`config.mk`:
```
export PLATFORM = sky130hd
export DESIGN_NAME = bit8_1to3_distributor
export DESIGN_NICKNAME = d
export VERILOG_FILES = /design/src/rtl/bit8_1to3_distributor_pkg.sv /design/src/rtl/bit8_1to3_distributor_demux1to3.sv /design/src/rtl/bit8_1to3_distributor.sv
export SDC_FILE = /design/constraint.sdc
export NUM_CORES = 1
export LEC_CHECK = 0
export ABC_CLOCK_PERIOD_IN_PS = 3500
export CAP_MARGIN = 25
export CORE_AREA = 2 2 85 55
export CTS_CLUSTER_SIZE = 40
export DETAILED_ROUTE_END_ITERATION = 10
export DIE_AREA = 0 0 87 57
export GPL_TIMING_DRIVEN = 0
export HOLD_SLACK_MARGIN = 0.15
export PLACE_DENSITY = 0.75
export SYNTH_ARGS = -nofsm -noshare
export SYNTH_HDL_FRONTEND = slang
export SYNTH_SLANG_ARGS = --single-unit
```
`constraint.sdc`:
```
create_clock -name clk -period 3.5 [get_ports clk]
set_input_delay 0.525 -clock clk [delete_from_list [all_inputs] [get_ports clk]]
set_output_delay 0.525 -clock clk [all_outputs]
set_load 0.05 [all_outputs]
```
`src/rtl/bit8_1to3_distributor_pkg.sv`:
```
// Shared constants for the 8-bit 1-to-3 distributor: widths, lane select codes,
// and the round-robin pointer reset value.
package bit8_1to3_distributor_pkg;

  localparam int DATA_W = 8;
  localparam int LANES  = 3;

  localparam logic [1:0] SEL_L1 = 2'd0;
  localparam logic [1:0] SEL_L2 = 2'd1;
  localparam logic [1:0] SEL_L3 = 2'd2;
  localparam logic [1:0] SEL_RR = 2'd3;

  localparam logic [1:0] RR_PTR_RST = 2'd0;

endpackage

```
`src/rtl/bit8_1to3_distributor_demux1to3.sv`:
```
// Combinational 1-bit 1-to-3 demux; unselected outputs and code 3 drive 0.
module demux1to3
  import bit8_1to3_distributor_pkg::*;
(
  input  logic       in,
  input  logic [1:0] sel,
  output logic       out1,
  output logic       out2,
  output logic       out3
);

  assign out1 = (sel == SEL_L1) ? in : 1'b0;
  assign out2 = (sel == SEL_L2) ? in : 1'b0;
  assign out3 = (sel == SEL_L3) ? in : 1'b0;

endmodule

```
`src/rtl/bit8_1to3_distributor.sv`:
```
// Registered 1-to-3 byte demux with per-lane valid/ready output registers.
// Build option DISTRIB_ROUND_ROBIN_EN: sel=3 distributes round-robin; otherwise sel=3 drops.
module bit8_1to3_distributor
  import bit8_1to3_distributor_pkg::*;
(
  input  logic              clk,
  input  logic              rst,
  input  logic [1:0]        sel,
  input  logic [DATA_W-1:0] in,
  input  logic              in_valid,
  output logic              in_ready,
  output logic [DATA_W-1:0] out1,
  output logic [DATA_W-1:0] out2,
  output logic [DATA_W-1:0] out3,
  output logic [LANES-1:0]  out_valid,
  input  logic [LANES-1:0]  out_ready,
  output logic [1:0]        rr_ptr,
  output logic [7:0]        drop_cnt
);

  logic [1:0]        tgt;
  logic              accept;
  logic [LANES-1:0]  we;
  logic [DATA_W-1:0] d1, d2, d3;

  // NOTE: every always_comb output gets a default first so no path leaves it unassigned (no latch).
  always_comb begin
    tgt = sel;
`ifdef DISTRIB_ROUND_ROBIN_EN
    if (sel == SEL_RR) tgt = rr_ptr;
`endif
  end

  // Target code 3 only survives in the drop build, where it is always accepted.
  always_comb begin
    in_ready = 1'b1;
    case (tgt)
      SEL_L1:  in_ready = !out_valid[0] || out_ready[0];
      SEL_L2:  in_ready = !out_valid[1] || out_ready[1];
      SEL_L3:  in_ready = !out_valid[2] || out_ready[2];
      default: in_ready = 1'b1;
    endcase
  end

  assign accept = in_valid && in_ready && !rst;
  assign we[0]  = accept && (tgt == SEL_L1);
  assign we[1]  = accept && (tgt == SEL_L2);
  assign we[2]  = accept && (tgt == SEL_L3);

  for (genvar i = 0; i < DATA_W; i++) begin : g_fanout
    demux1to3 u_demux (
      .in   (in[i]),
      .sel  (tgt),
      .out1 (d1[i]),
      .out2 (d2[i]),
      .out3 (d3[i])
    );
  end

  // NOTE: sequential state uses non-blocking assignments so all registers update together at the edge.
  always_ff @(posedge clk) begin
    if (rst) begin
      out1      <= '0;
      out2      <= '0;
      out3      <= '0;
      out_valid <= '0;
    end else begin
      if (we[0]) begin
        out1         <= d1;
        out_valid[0] <= 1'b1;
      end else if (out_ready[0]) begin
        out_valid[0] <= 1'b0;
      end
      if (we[1]) begin
        out2         <= d2;
        out_valid[1] <= 1'b1;
      end else if (out_ready[1]) begin
        out_valid[1] <= 1'b0;
      end
      if (we[2]) begin
        out3         <= d3;
        out_valid[2] <= 1'b1;
      end else if (out_ready[2]) begin
        out_valid[2] <= 1'b0;
      end
    end
  end

`ifdef DISTRIB_ROUND_ROBIN_EN
  always_ff @(posedge clk) begin
    if (rst) begin
      rr_ptr <= RR_PTR_RST;
    end else if (accept && (sel == SEL_RR)) begin
      rr_ptr <= (rr_ptr == SEL_L3) ? SEL_L1 : rr_ptr + 2'd1;
    end
  end

  assign drop_cnt = '0;
`else
  assign rr_ptr = RR_PTR_RST;

  always_ff @(posedge clk) begin
    if (rst) begin
      drop_cnt <= '0;
    end else if (accept && (sel == SEL_RR) && (drop_cnt != 8'hFF)) begin
      drop_cnt <= drop_cnt + 8'd1;
    end
  end
`endif

endmodule

```
# After elaboration in Yosys (flattened, before gate mapping)
# Cells that the tools add are included.
totals:
  register_bits: 35
  input_bits: 16
  out_inout_bits: 38
  wordCells: 61
classes:
  addsub: 1
  n_eq_ne: 4
  mux: 31
  n_reduce_logical: 18
ops:
  columns: ["cell", "count"]
  rows:
  - ["1-bit 2-to-1 mux", 30]
  - ["8-bit by 1-bit adder with 8-bit output (second input constant)", 1]
  - ["8-bit inequality test (second input constant)", 1]
  - ["1-bit logical AND", 7]
  - ["2-bit nonzero test", 3]
  - ["2-bit equality test (second input constant)", 2]
  - ["1-bit logical NOT", 4]
  - ["1-bit logical OR", 3]
  - ["1-bit one-hot mux with 3 select lines", 1]
  - ["2-bit by 1-bit equality test with 1-bit output (second input constant)", 1]
  - ["2-bit logical NOT", 1]

# Longest topological paths before layout
# Gate-level depths: netlist of the first run.
logic_depth:
  word_depth: 7
  depth_mapped: 6
  depth_no_buf: 5

# By module
# From an unflattened synthesis of the first run, not the netlist that was laid out.
hier_totals:
  hier_cells: 167
  area_unflattened_um2: 1662.8
by_module_without_submodules:
  columns: ["module", "n_inst", "cells_each", "area_per_inst_um2", "seq_area_each_um2"]
  rows:
  - ["bit8_1to3_distributor", 1, 143, 1422.6, 700.7]
  - ["demux1to3", 8, 3, 30.0, 0.0]

# Least setup slack after synthesis of the first run
# No wires, ideal clock.
synth_path:
  path_kind: "reg2out"
  startpoint: "register out_valid[1]"
  endpoint: "output port in_ready"
  arrival_ns: 2.054
  required_ns: 2.975
  path_slack_ns: 0.921
  path_stages_with_launch: 4
  n_path_buf: 0
  path_cell_list: "dfxtp_1 -> nor2b_1 -> mux2_2 -> o21ai_0"
synth_via:
  elab_chain_cells: 3
synth_rtl:
  columns: ["element", "line_no", "source"]
  rows:
  - ["from (decl)", "bit8_1to3_distributor.sv:15", "output logic [LANES-1:0] out_valid,"]
  - ["from (signal assigned)", "bit8_1to3_distributor.sv:66", "out_valid <= '0;"]
  - ["from (signal assigned)", "bit8_1to3_distributor.sv:76", "out_valid[1] <= 1'b1;"]
  - ["from (signal assigned)", "bit8_1to3_distributor.sv:78", "out_valid[1] <= 1'b0;"]
  - ["1-bit logical NOT", "bit8_1to3_distributor.sv:39", "SEL_L2: in_ready = !out_valid[1] || out_ready[1];"]
  - ["1-bit logical OR", "bit8_1to3_distributor.sv:39", null]
  - ["1-bit one-hot mux with 3 select lines", "bit8_1to3_distributor.sv:37", "case (tgt)"]
  - ["to (decl)", "bit8_1to3_distributor.sv:11", "output logic in_ready,"]
# No other way between the ends.

# Worst setup path after layout of the first run
layout_path:
  startpoint: "input port sel[0]"
  endpoint: "output port in_ready"
layout_via:
  elab_chain_cells: 2
  word_cells_on_any_way: 4
  classes_between: "2 x eq/ne; 1 x mux; 1 x reduce/logical"
layout_rtl:
  columns: ["element", "line_no", "source"]
  rows:
  - ["from (decl)", "bit8_1to3_distributor.sv:8", "input logic [1:0] sel,"]
  - ["2-bit equality test (tied with other cells)", "bit8_1to3_distributor.sv:37", null]
  - ["1-bit one-hot mux with 3 select lines *", "bit8_1to3_distributor.sv:37", null]
# Mark *: on every way between the ends. The rest lies on a longest branch, timed or not.

==> impl_metrics.env, run 1 <==
export IMPL_rr_worst_depth=5
export IMPL_clk_pin_slew_worst_paths_ns=0.07
export IMPL_row_count=19
export IMPL_cts_resized_gates=0
export IMPL_worst_pin_slew_ns=0.5284
export IMPL_ys_dominant_reg_cell="dfxtp_1"
export IMPL_crit_type="input pin to output pin"
export IMPL_rsz0062_at_grt="false"
export IMPL_grt_use_total=0.1448
export IMPL_htreeDepth=2
export IMPL_p_leak_nw=0.8304
export IMPL_holdPathEnd="out2[2]$_SDFFE_PP0P_"
export IMPL_crit_path_frequent_cell="clkdlybuf4s50_1"
export IMPL_hp_start="out2[2]$_SDFFE_PP0P_"
export IMPL_finClkSkew_ns=0.003507
export IMPL_fin_hold_ws_ns=0.4981
export IMPL_die_x_um=87
export IMPL_antenna_cells=0
export IMPL_crit_required_ns=2.97
export IMPL_clock_latency_ns=0.29
export IMPL_synth_area_leader_cell="dfxtp_1"
export IMPL_ir_drop_mv=0.1719
export IMPL_crit_family="buffers and inverters"
export IMPL_vias_per_cell=4.675
export IMPL_hold_path_depth=2
export IMPL_start_kind="input pin"
export IMPL_antenna_found_initial=0
export IMPL_nets=216
export IMPL_die_height_um=57
export IMPL_gp_congestion=0.7578
export IMPL_dieArea_sq_mm=0.004959
export IMPL_synth_cells=140
export IMPL_critPathBufInv=2
export IMPL_cp_max_fo=6
export IMPL_end_kind="output pin"
export IMPL_ctsHoldBuffers=0
export IMPL_avgSynthCellArea_sq_um=10.34
export IMPL_path_cells="clkdlybuf4s50_1, mux2_2, o21ai_0, clkdlybuf4s50_1"
export IMPL_synth_enable_flop_cells=0
export IMPL_yosys_warnings=0
export IMPL_drt_initial_drc_count=35
export IMPL_drtPass1Iterations=4
export IMPL_synth_area_leaders="dfxtp_1 48%, mux2i_1 17%, nor2_1 8.8%"
export IMPL_io_buffers=51
export IMPL_vias=1178
export IMPL_overflow=0
export IMPL_slowest_stage="clkdlybuf4s50_1"
export IMPL_finalCritPeriodShare=0.8477
export IMPL_dp_final_hpwl_um=2379
export IMPL_drc=0
export IMPL_reg2reg_slack_ns=1.97
export IMPL_drive_gt1_frac=0.1050
export IMPL_setup_tns_ns=0
export IMPL_slew_viol_final=0
export IMPL_cts_setup_buffers=0
export IMPL_wirelength_um=3348
export IMPL_cts_sinks=35
export IMPL_num_io_pins=54
export IMPL_wl_per_cell_um=13.29
export IMPL_synth_top_area_share=0.4840
export IMPL_yosysSeqAreaShare=0.4840
export IMPL_p_per_area_mw_per_mm2=397.9
export IMPL_hold_viol_final=0
export IMPL_grt_first_pass_wirelength_um=5402
export IMPL_synth_area_sq_mm=0.001448
export IMPL_grt_max_degree=12
export IMPL_max_stage_delay_ns=0.82
export IMPL_relSlewSlack=0.6466
export IMPL_outcome="complete, no violations"
export IMPL_cts_tree="done"
export IMPL_grt_pass1_vias=1148
export IMPL_period_minus_slack_ns=2.967
export IMPL_core_sq_mm=0.004255
export IMPL_setup_viol=0
export IMPL_start_util=0.3402
export IMPL_hold_path_class="flip-flop to flip-flop"
export IMPL_max_freq_mhz=337.0
export IMPL_cts_buffers=5
export IMPL_ys_ff_latch=35
export IMPL_synthArstFlopShare=0
export IMPL_clockBufferDepth=2
export IMPL_cp_arrival_ns=2.44
export IMPL_area_growth_pct=47.19
export IMPL_ys_types=32
export IMPL_rr_startpoint="drop_cnt[0]$_SDFFE_PP0P_"
export IMPL_clock_tree_root_cell="clkbuf_8"
export IMPL_worstReg2RegEnd="drop_cnt[1]$_SDFFE_PP0P_"
export IMPL_maxCapViolCount=0
export IMPL_ant_nets=0
-- placed cells by master (no fill, tap or decap), drive strengths merged, types with 2 or more instances in the layout --
| cell type | count |
|---|---|
| and3 | 2 |
| clkbuf | 10 |
| xor2 | 5 |
| a21oi | 2 |
| dfxtp | 35 |
| clkdlybuf4s50 | 51 |
| nand3 | 2 |
| and4b | 3 |
| mux2i | 25 |
| buf | 6 |
| o211ai | 2 |
| o2111ai | 2 |
| nor2 | 34 |
| nor2b | 2 |
| o21ai | 3 |
| nand2b | 2 |
| conb | 2 |
-- worst max path at each step --
stage | from | end | slack (ns) | cells after the start
floorplan | out_valid[1]$_SDFFE_PP0P_ | in_ready | 0.92 | 3
global placement | sel[0] | in_ready | 0.54 | 4
detailed placement | sel[0] | in_ready | 0.54 | 4
CTS | sel[0] | in_ready | 0.53 | 4
global route | sel[0] | in_ready | 0.47 | 4
finish | sel[0] | in_ready | 0.53 | 4
-- sequential cells by signal, summed over array words and instances (netlist names) --
signal     flops
drop_cnt       8
out1           8
out2           8
out3           8
out_valid      3
-- cell type report --
class	instances	area, sq um
Clock buffer	7	96.34
Buffer	9	61.31
Timing Repair Buffer	51	510.5
Sequential cell	35	700.7
Multi-Input combinational cell	97	689.4
Fill cell	381	2125
Tap cell	52	65.06
Clock inverter	1	7.507
-- cell usage after synthesis, types with 2 or more instances --
library cell / n
nor2_1: 34
clkbuf_1: 3
nand3_1: 2
mux2i_1: 25
a21oi_1: 2
and3_1: 2
nor2b_1: 2
xor2_1: 5
dfxtp_1: 35
buf_4: 3
and4b_1: 2
buf_6: 2
o2111ai_1: 2
o21ai_0: 2
o211ai_1: 2
-- per-stage QoR --
stage	utilization	total power [mW]	instances	worst slack, ns	area (sq um)
after floorplan	-	0.4803	141	0.9209	1451
after global placement	0.4763	0.5236	244	0.5387	2027
after detailed placement	0.4763	0.5240	244	0.5366	2027
after CTS	0.5007	0.8557	252	0.5331	2131
after global routing	0.5007	0.8825	252	0.4685	2131
final	0.5007	0.8479	252	0.5329	2131
-- metal layers --
layer  GRT usage  vias to the layer above  share of wire
met5           0                        -              0
met4     0.05804                        0          0.014
met3     0.05644                        5          0.066
met2      0.1952                       39           0.40
met1      0.2061                      538           0.52
li1            -                      596              -
-- kinds of logic (layout without fill, tap and decap cells) --
family                   Yosys count  in the layout  synth area share
AND/OR/NAND/NOR                   52             52            0.1988
AO/OA/AOI/OAI                     11             11           0.05272
other                              1              2          0.002590
adder cells (fa/ha/maj)            1              1          0.008642
flip-flops                        35             35            0.4840
buffers and inverters              9             68           0.04234
XOR/XNOR                           5              5           0.03025
multiplexers                      26             26            0.1806
-- power breakdown --
group          total [mW]  internal [mW]  switching, mW
combinational       0.105         0.0441         0.0612
sequential          0.409          0.405        0.00421
clock               0.333          0.179          0.154
total               0.848          0.628          0.220
-- worst register-to-register path: stages (launching register included) --
cell and delay [ns]:
dfxtp_1 0.41, ha_1 0.28, nand3_1 0.20, o21ai_1 0.26, mux2i_1 0.21, nor2_1 0.05
Note: power is estimated with default switching activity, not from simulation.
==> run 2: changes to the inputs <==
Settings changed: ABC_CLOCK_PERIOD_IN_PS 3500 to 2800.
Clock period 3.5 ns to 2.8 ns, I/O delays scaled along.
==> impl_metrics.env, run 2 (synthesis results as in run 1) <==
export IMPL_outcome="complete, no violations"
export IMPL_hp_start="out2[2]$_SDFFE_PP0P_"
export IMPL_clk_pin_slew_worst_paths_ns=0.07
export IMPL_grt_first_pass_wirelength_um=5402
export IMPL_wl_per_cell_um=13.29
export IMPL_antenna_found_initial=0
export IMPL_hold_path_depth=2
export IMPL_holdPathEnd="out2[2]$_SDFFE_PP0P_"
export IMPL_vias_per_cell=4.675
export IMPL_postPlaceCellArea_sq_mm=0.002027
export IMPL_p_leak_nw=0.8348
export IMPL_clockBufferDepth=2
export IMPL_final_common_cell="clkdlybuf4s50_1"
export IMPL_core_sq_mm=0.004255
export IMPL_drt_initial_drc_count=35
export IMPL_maxCapViolCount=0
export IMPL_overflow=0
export IMPL_p_clk_frac=0.393
export IMPL_setup_viol=0
export IMPL_drc=0
export IMPL_layout_common_cells="50 x clkdlybuf4s50_1, 35 x dfxtp_1, 34 x nor2_1"
export IMPL_crit_type="input pin to output pin"
export IMPL_max_freq_mhz=423.4
export IMPL_reg2reg_slack_ns=1.27
export IMPL_finClkSkew_ns=0.003507
export IMPL_cts_buffers=5
export IMPL_rsz0062_at_grt="false"
export IMPL_die_height_um=57
export IMPL_grt_max_degree=12
export IMPL_slew_viol_final=0
export IMPL_dieArea_sq_mm=0.004959
export IMPL_gp_congestion=0.7578
export IMPL_finalCritPeriodShare=0.8436
export IMPL_pwr_share_seq=0.483
export IMPL_io_buffers=51
export IMPL_clock_tree_root_cell="clkbuf_8"
export IMPL_worstReg2RegEnd="drop_cnt[1]$_SDFFE_PP0P_"
export IMPL_cts_tree="done"
export IMPL_fin_area_sq_mm=0.002133
export IMPL_cp_arrival_ns=1.94
export IMPL_antenna_cells=0
export IMPL_relSlewSlack=0.6466
export IMPL_hold_viol_final=0
export IMPL_num_io_pins=54
export IMPL_area_growth_pct=47.36
export IMPL_start_util=0.3402
export IMPL_cts_sinks=35
export IMPL_nets=216
export IMPL_netSwitchingFraction=0.2589
export IMPL_hold_path_class="flip-flop to flip-flop"
export IMPL_htreeDepth=2
export IMPL_rr_worst_depth=5
export IMPL_grt_pass1_vias=1148
export IMPL_drtPass1Iterations=4
export IMPL_p_int_uw=785.4
export IMPL_end_kind="output pin"
export IMPL_clock_latency_ns=0.29
export IMPL_wirelength_um=3350
export IMPL_switching_power_uw=274.4
export IMPL_drive_gt1_frac=0.1050
export IMPL_grt_use_total=0.1448
export IMPL_dp_final_hpwl_um=2379
export IMPL_vias=1178
export IMPL_p_per_area_mw_per_mm2=496.8
export IMPL_die_x_um=87
export IMPL_power_frac_comb=0.124
export IMPL_rr_startpoint="drop_cnt[0]$_SDFFE_PP0P_"
export IMPL_cp_max_fo=6
export IMPL_ir_drop_mv=0.2149
export IMPL_row_count=19
export IMPL_start_kind="input pin"
export IMPL_worst_pin_slew_ns=0.5284
export IMPL_fill_cells=381
export IMPL_ant_nets=0
export IMPL_period_minus_slack_ns=2.362
export IMPL_crit_required_ns=2.38
export IMPL_setup_tns_ns=0
run 2: cell types whose count changed in the layout (fill, tap and decap cells not counted), sizes merged:
cell           delta
clkdlybuf4s50     -1
dlymetal6s2s      +1
run 2: metal layers:
metal / global-route usage / vias up / part of all wire
li1: - / 596 / -
met1: 0.2061 / 538 / 0.52
met2: 0.1952 / 39 / 0.40
met3: 0.05644 / 5 / 0.067
met4: 0.05804 / 0 / 0.014
met5: 0 / - / 0
run 2: how the worst max path moves through the flow:
stage,startpoint,endpoint,slack (ns),cells after the start
6_report,sel[0],in_ready,0.44,4
5_1_grt,sel[0],in_ready,0.38,4
4_1_cts,sel[0],in_ready,0.04,4
3_5_place_dp,sel[0],in_ready,0.05,4
3_3_place_gp,sel[0],in_ready,0.05,4
2_1_floorplan,out_valid[1]$_SDFFE_PP0P_,in_ready,0.33,3
run 2: power by group through the flow:
| stage | logic [mW] | clock network [mW] | registers (mW) |
|---|---|---|---|
| final | 0.131 | 0.417 | 0.512 |
| after global routing | 0.140 | 0.450 | 0.513 |
| after CTS | 0.132 | 0.425 | 0.512 |
| after detailed placement | 0.132 | 0 | 0.523 |
| after global placement | 0.132 | 0 | 0.523 |
| after floorplan | 0.0465 | 0 | 0.554 |
run 2: what timing repair did:
action / in CTS / in global routing
hold buffers: 0 / 0
resized for setup: 0 / 1
setup buffers: 0 / 0
setup endpoints to repair: 0 / 1
run 2: through the flow:
step           std cells  total power [mW]  utilization  setup WS [ns]  hold slack (ns)
6_report             252             1.060       0.5013         0.4380           0.4981
5_1_grt              252             1.103       0.5013         0.3774           0.5213
4_1_cts              252             1.070       0.5007        0.04307           0.5037
3_5_place_dp         244            0.6551       0.4763        0.04656           0.4841
3_3_place_gp         244            0.6545       0.4763        0.04867           0.4756
2_1_floorplan        141            0.6004            -         0.3259           0.5639
run 2: worst max-delay path, cell delays in order:
cell and delay, ns:
clkdlybuf4s50_1 0.60, mux2_2 0.36, o21ai_0 0.12, dlymetal6s2s_1 0.43
run 2: layout make-up:
class | count | area [sq um] | share of cell area
buffer | 9 | 61.31 | 0.02874
clock buffer | 7 | 96.34 | 0.04516
clock inverter | 1 | 7.507 | 0.003519
multi-input combinational | 97 | 689.4 | 0.3232
sequential | 35 | 700.7 | 0.3284
tap | 52 | 65.06 | 0.03050
timing repair buffer | 51 | 513.0 | 0.2405
==> run 3: changes to the inputs <==
Settings changed: ABC_CLOCK_PERIOD_IN_PS 2800 to 2200.
Clock period 2.8 ns to 2.2 ns, I/O delays scaled along.
==> impl_metrics.env, run 3 (synthesis results as in run 1) <==
export IMPL_switching_power_uw=338.0
export IMPL_max_freq_mhz=472.8
export IMPL_vias_per_cell=4.675
export IMPL_antenna_cells=0
export IMPL_crit_type="input pin to output pin"
export IMPL_clock_latency_ns=0.28
export IMPL_period_minus_slack_ns=2.115
export IMPL_path_cells="clkdlybuf4s50_1, mux2_2, o21ai_1, clkdlybuf4s15_2"
export IMPL_row_count=19
export IMPL_crit_required_ns=1.87
export IMPL_wirelength_um=3212
export IMPL_cts_setup_buffers=0
export IMPL_setup_viol=0
export IMPL_netSwitchingFraction=0.2527
export IMPL_rsz0062_at_grt="false"
export IMPL_clockBufferDepth=2
export IMPL_grt_use_total=0.1329
export IMPL_vias=1178
export IMPL_power_frac_comb=0.125
export IMPL_total_power_mw=1.337
export IMPL_relSlewSlack=0.6495
export IMPL_ir_drop_mv=0.3151
export IMPL_slowest_stage="clkdlybuf4s50_1"
export IMPL_drtPass1Iterations=4
export IMPL_htreeDepth=2
export IMPL_placed_cells=244
export IMPL_p_per_area_mw_per_mm2=627.3
export IMPL_p_int_uw=999.5
export IMPL_die_x_um=87
export IMPL_layout_common_cells="50 x clkdlybuf4s50_1, 35 x dfxtp_1, 34 x nor2_1"
export IMPL_p_clk_frac=0.388
export IMPL_cp_max_fo=6
export IMPL_clock_tree_root_cell="clkbuf_8"
export IMPL_outcome="complete, no violations"
export IMPL_antenna_found_initial=0
export IMPL_start_kind="input pin"
export IMPL_slew_viol_final=0
export IMPL_area_growth_pct=47.28
export IMPL_cts_sinks=35
export IMPL_cp_arrival_ns=1.79
export IMPL_maxCapViolCount=0
export IMPL_finalCritPeriodShare=0.9615
export IMPL_nets=216
export IMPL_max_stage_delay_ns=0.60
export IMPL_drc=0
export IMPL_hold_path_depth=2
export IMPL_end_kind="output pin"
export IMPL_rr_worst_depth=5
export IMPL_p_leak_nw=0.8315
export IMPL_fin_util=0.5010
export IMPL_ant_nets=0
export IMPL_drive_gt1_frac=0.1100
export IMPL_die_height_um=57
export IMPL_dieArea_sq_mm=0.004959
export IMPL_grt_first_pass_wirelength_um=5037
export IMPL_io_buffers=51
export IMPL_start_util=0.3402
export IMPL_grt_pass1_vias=1043
export IMPL_overflow=0
export IMPL_pwr_share_seq=0.487
export IMPL_num_io_pins=54
export IMPL_core_sq_mm=0.004255
export IMPL_clk_pin_slew_worst_paths_ns=0.07
export IMPL_hold_viol_final=0
export IMPL_drt_initial_drc_count=55
export IMPL_final_cells=252
export IMPL_final_common_cell="clkdlybuf4s50_1"
export IMPL_cts_tree="done"
export IMPL_gp_congestion=0.7333
export IMPL_grt_max_degree=12
export IMPL_finClkSkew_ns=0.004296
export IMPL_wl_per_cell_um=12.75
export IMPL_worst_pin_slew_ns=0.5241
export IMPL_dp_final_hpwl_um=2319
export IMPL_cts_buffers=5
export IMPL_fin_area_sq_mm=0.002132
export IMPL_postPlaceCellArea_sq_mm=0.002027
export IMPL_hold_path_class="flip-flop to flip-flop"
[run 3: per-stage QoR]
stage | setup TNS (ns) | hold slack (ns) | worst slack, ns
2_1_floorplan | 0 | 0.4739 | 0.1942
3_3_place_gp | -0.3361 | 0.4759 | -0.3361
3_5_place_dp | -0.3483 | 0.4844 | -0.3483
4_1_cts | 0 | 0.5067 | 0.08982
5_1_grt | 0 | 0.5295 | 0.05728
6_report | 0 | 0.4978 | 0.08477
[run 3: worst max-delay path: cells and delay by family]
kind	cells	cell delay, ns
buffers and inverters	2	0.98
multiplexers	1	0.36
AO/OA/AOI/OAI	1	0.11
[run 3: final cells by class]
type                            count  area (sq um)
Buffer                              9         61.31
Clock buffer                        7         96.34
Clock inverter                      1         7.507
Fill cell                         403          2123
Multi-Input combinational cell     97         689.4
Sequential cell                    35         700.7
Tap cell                           52         65.06
Timing Repair Buffer               51         511.7
[run 3: timing repair]
item / in CTS / in global routing
gates resized for setup: 3 / 0
endpoints found under the setup margin: 1 / 0
hold buffers: 0 / 0
[run 3: power by group through the flow]
stage / Sequential (mW) / Clock (mW) / Combinational, mW
final: 0.651 / 0.519 / 0.167
after global routing: 0.652 / 0.562 / 0.177
after CTS: 0.651 / 0.529 / 0.169
after detailed placement: 0.666 / 0 / 0.168
after global placement: 0.665 / 0 / 0.168
after floorplan: 0.705 / 0 / 0.0593
[run 3: path summary, 6_finish.rpt]
| kind | startpoint | to | slack (ns) |
|---|---|---|---|
| setup / recovery | sel[0] | in_ready | 0.08 |
| hold / removal | out3[2]$_SDFFE_PP0P_ | out3[2]$_SDFFE_PP0P_ | 0.50 |
| setup reg to reg | drop_cnt[0]$_SDFFE_PP0P_ | drop_cnt[1]$_SDFFE_PP0P_ | 0.66 |
| hold reg to reg | out3[2]$_SDFFE_PP0P_ | out3[2]$_SDFFE_PP0P_ | 0.50 |
[run 3: metal layers]
layer | up-vias | global-route usage | wire length [um]
met5 | - | 0 | 0
met4 | 0 | 0.03348 | 19
met3 | 4 | 0.06657 | 257
met2 | 42 | 0.1821 | 1286
met1 | 538 | 0.1854 | 1648
li1 | 594 | - | -
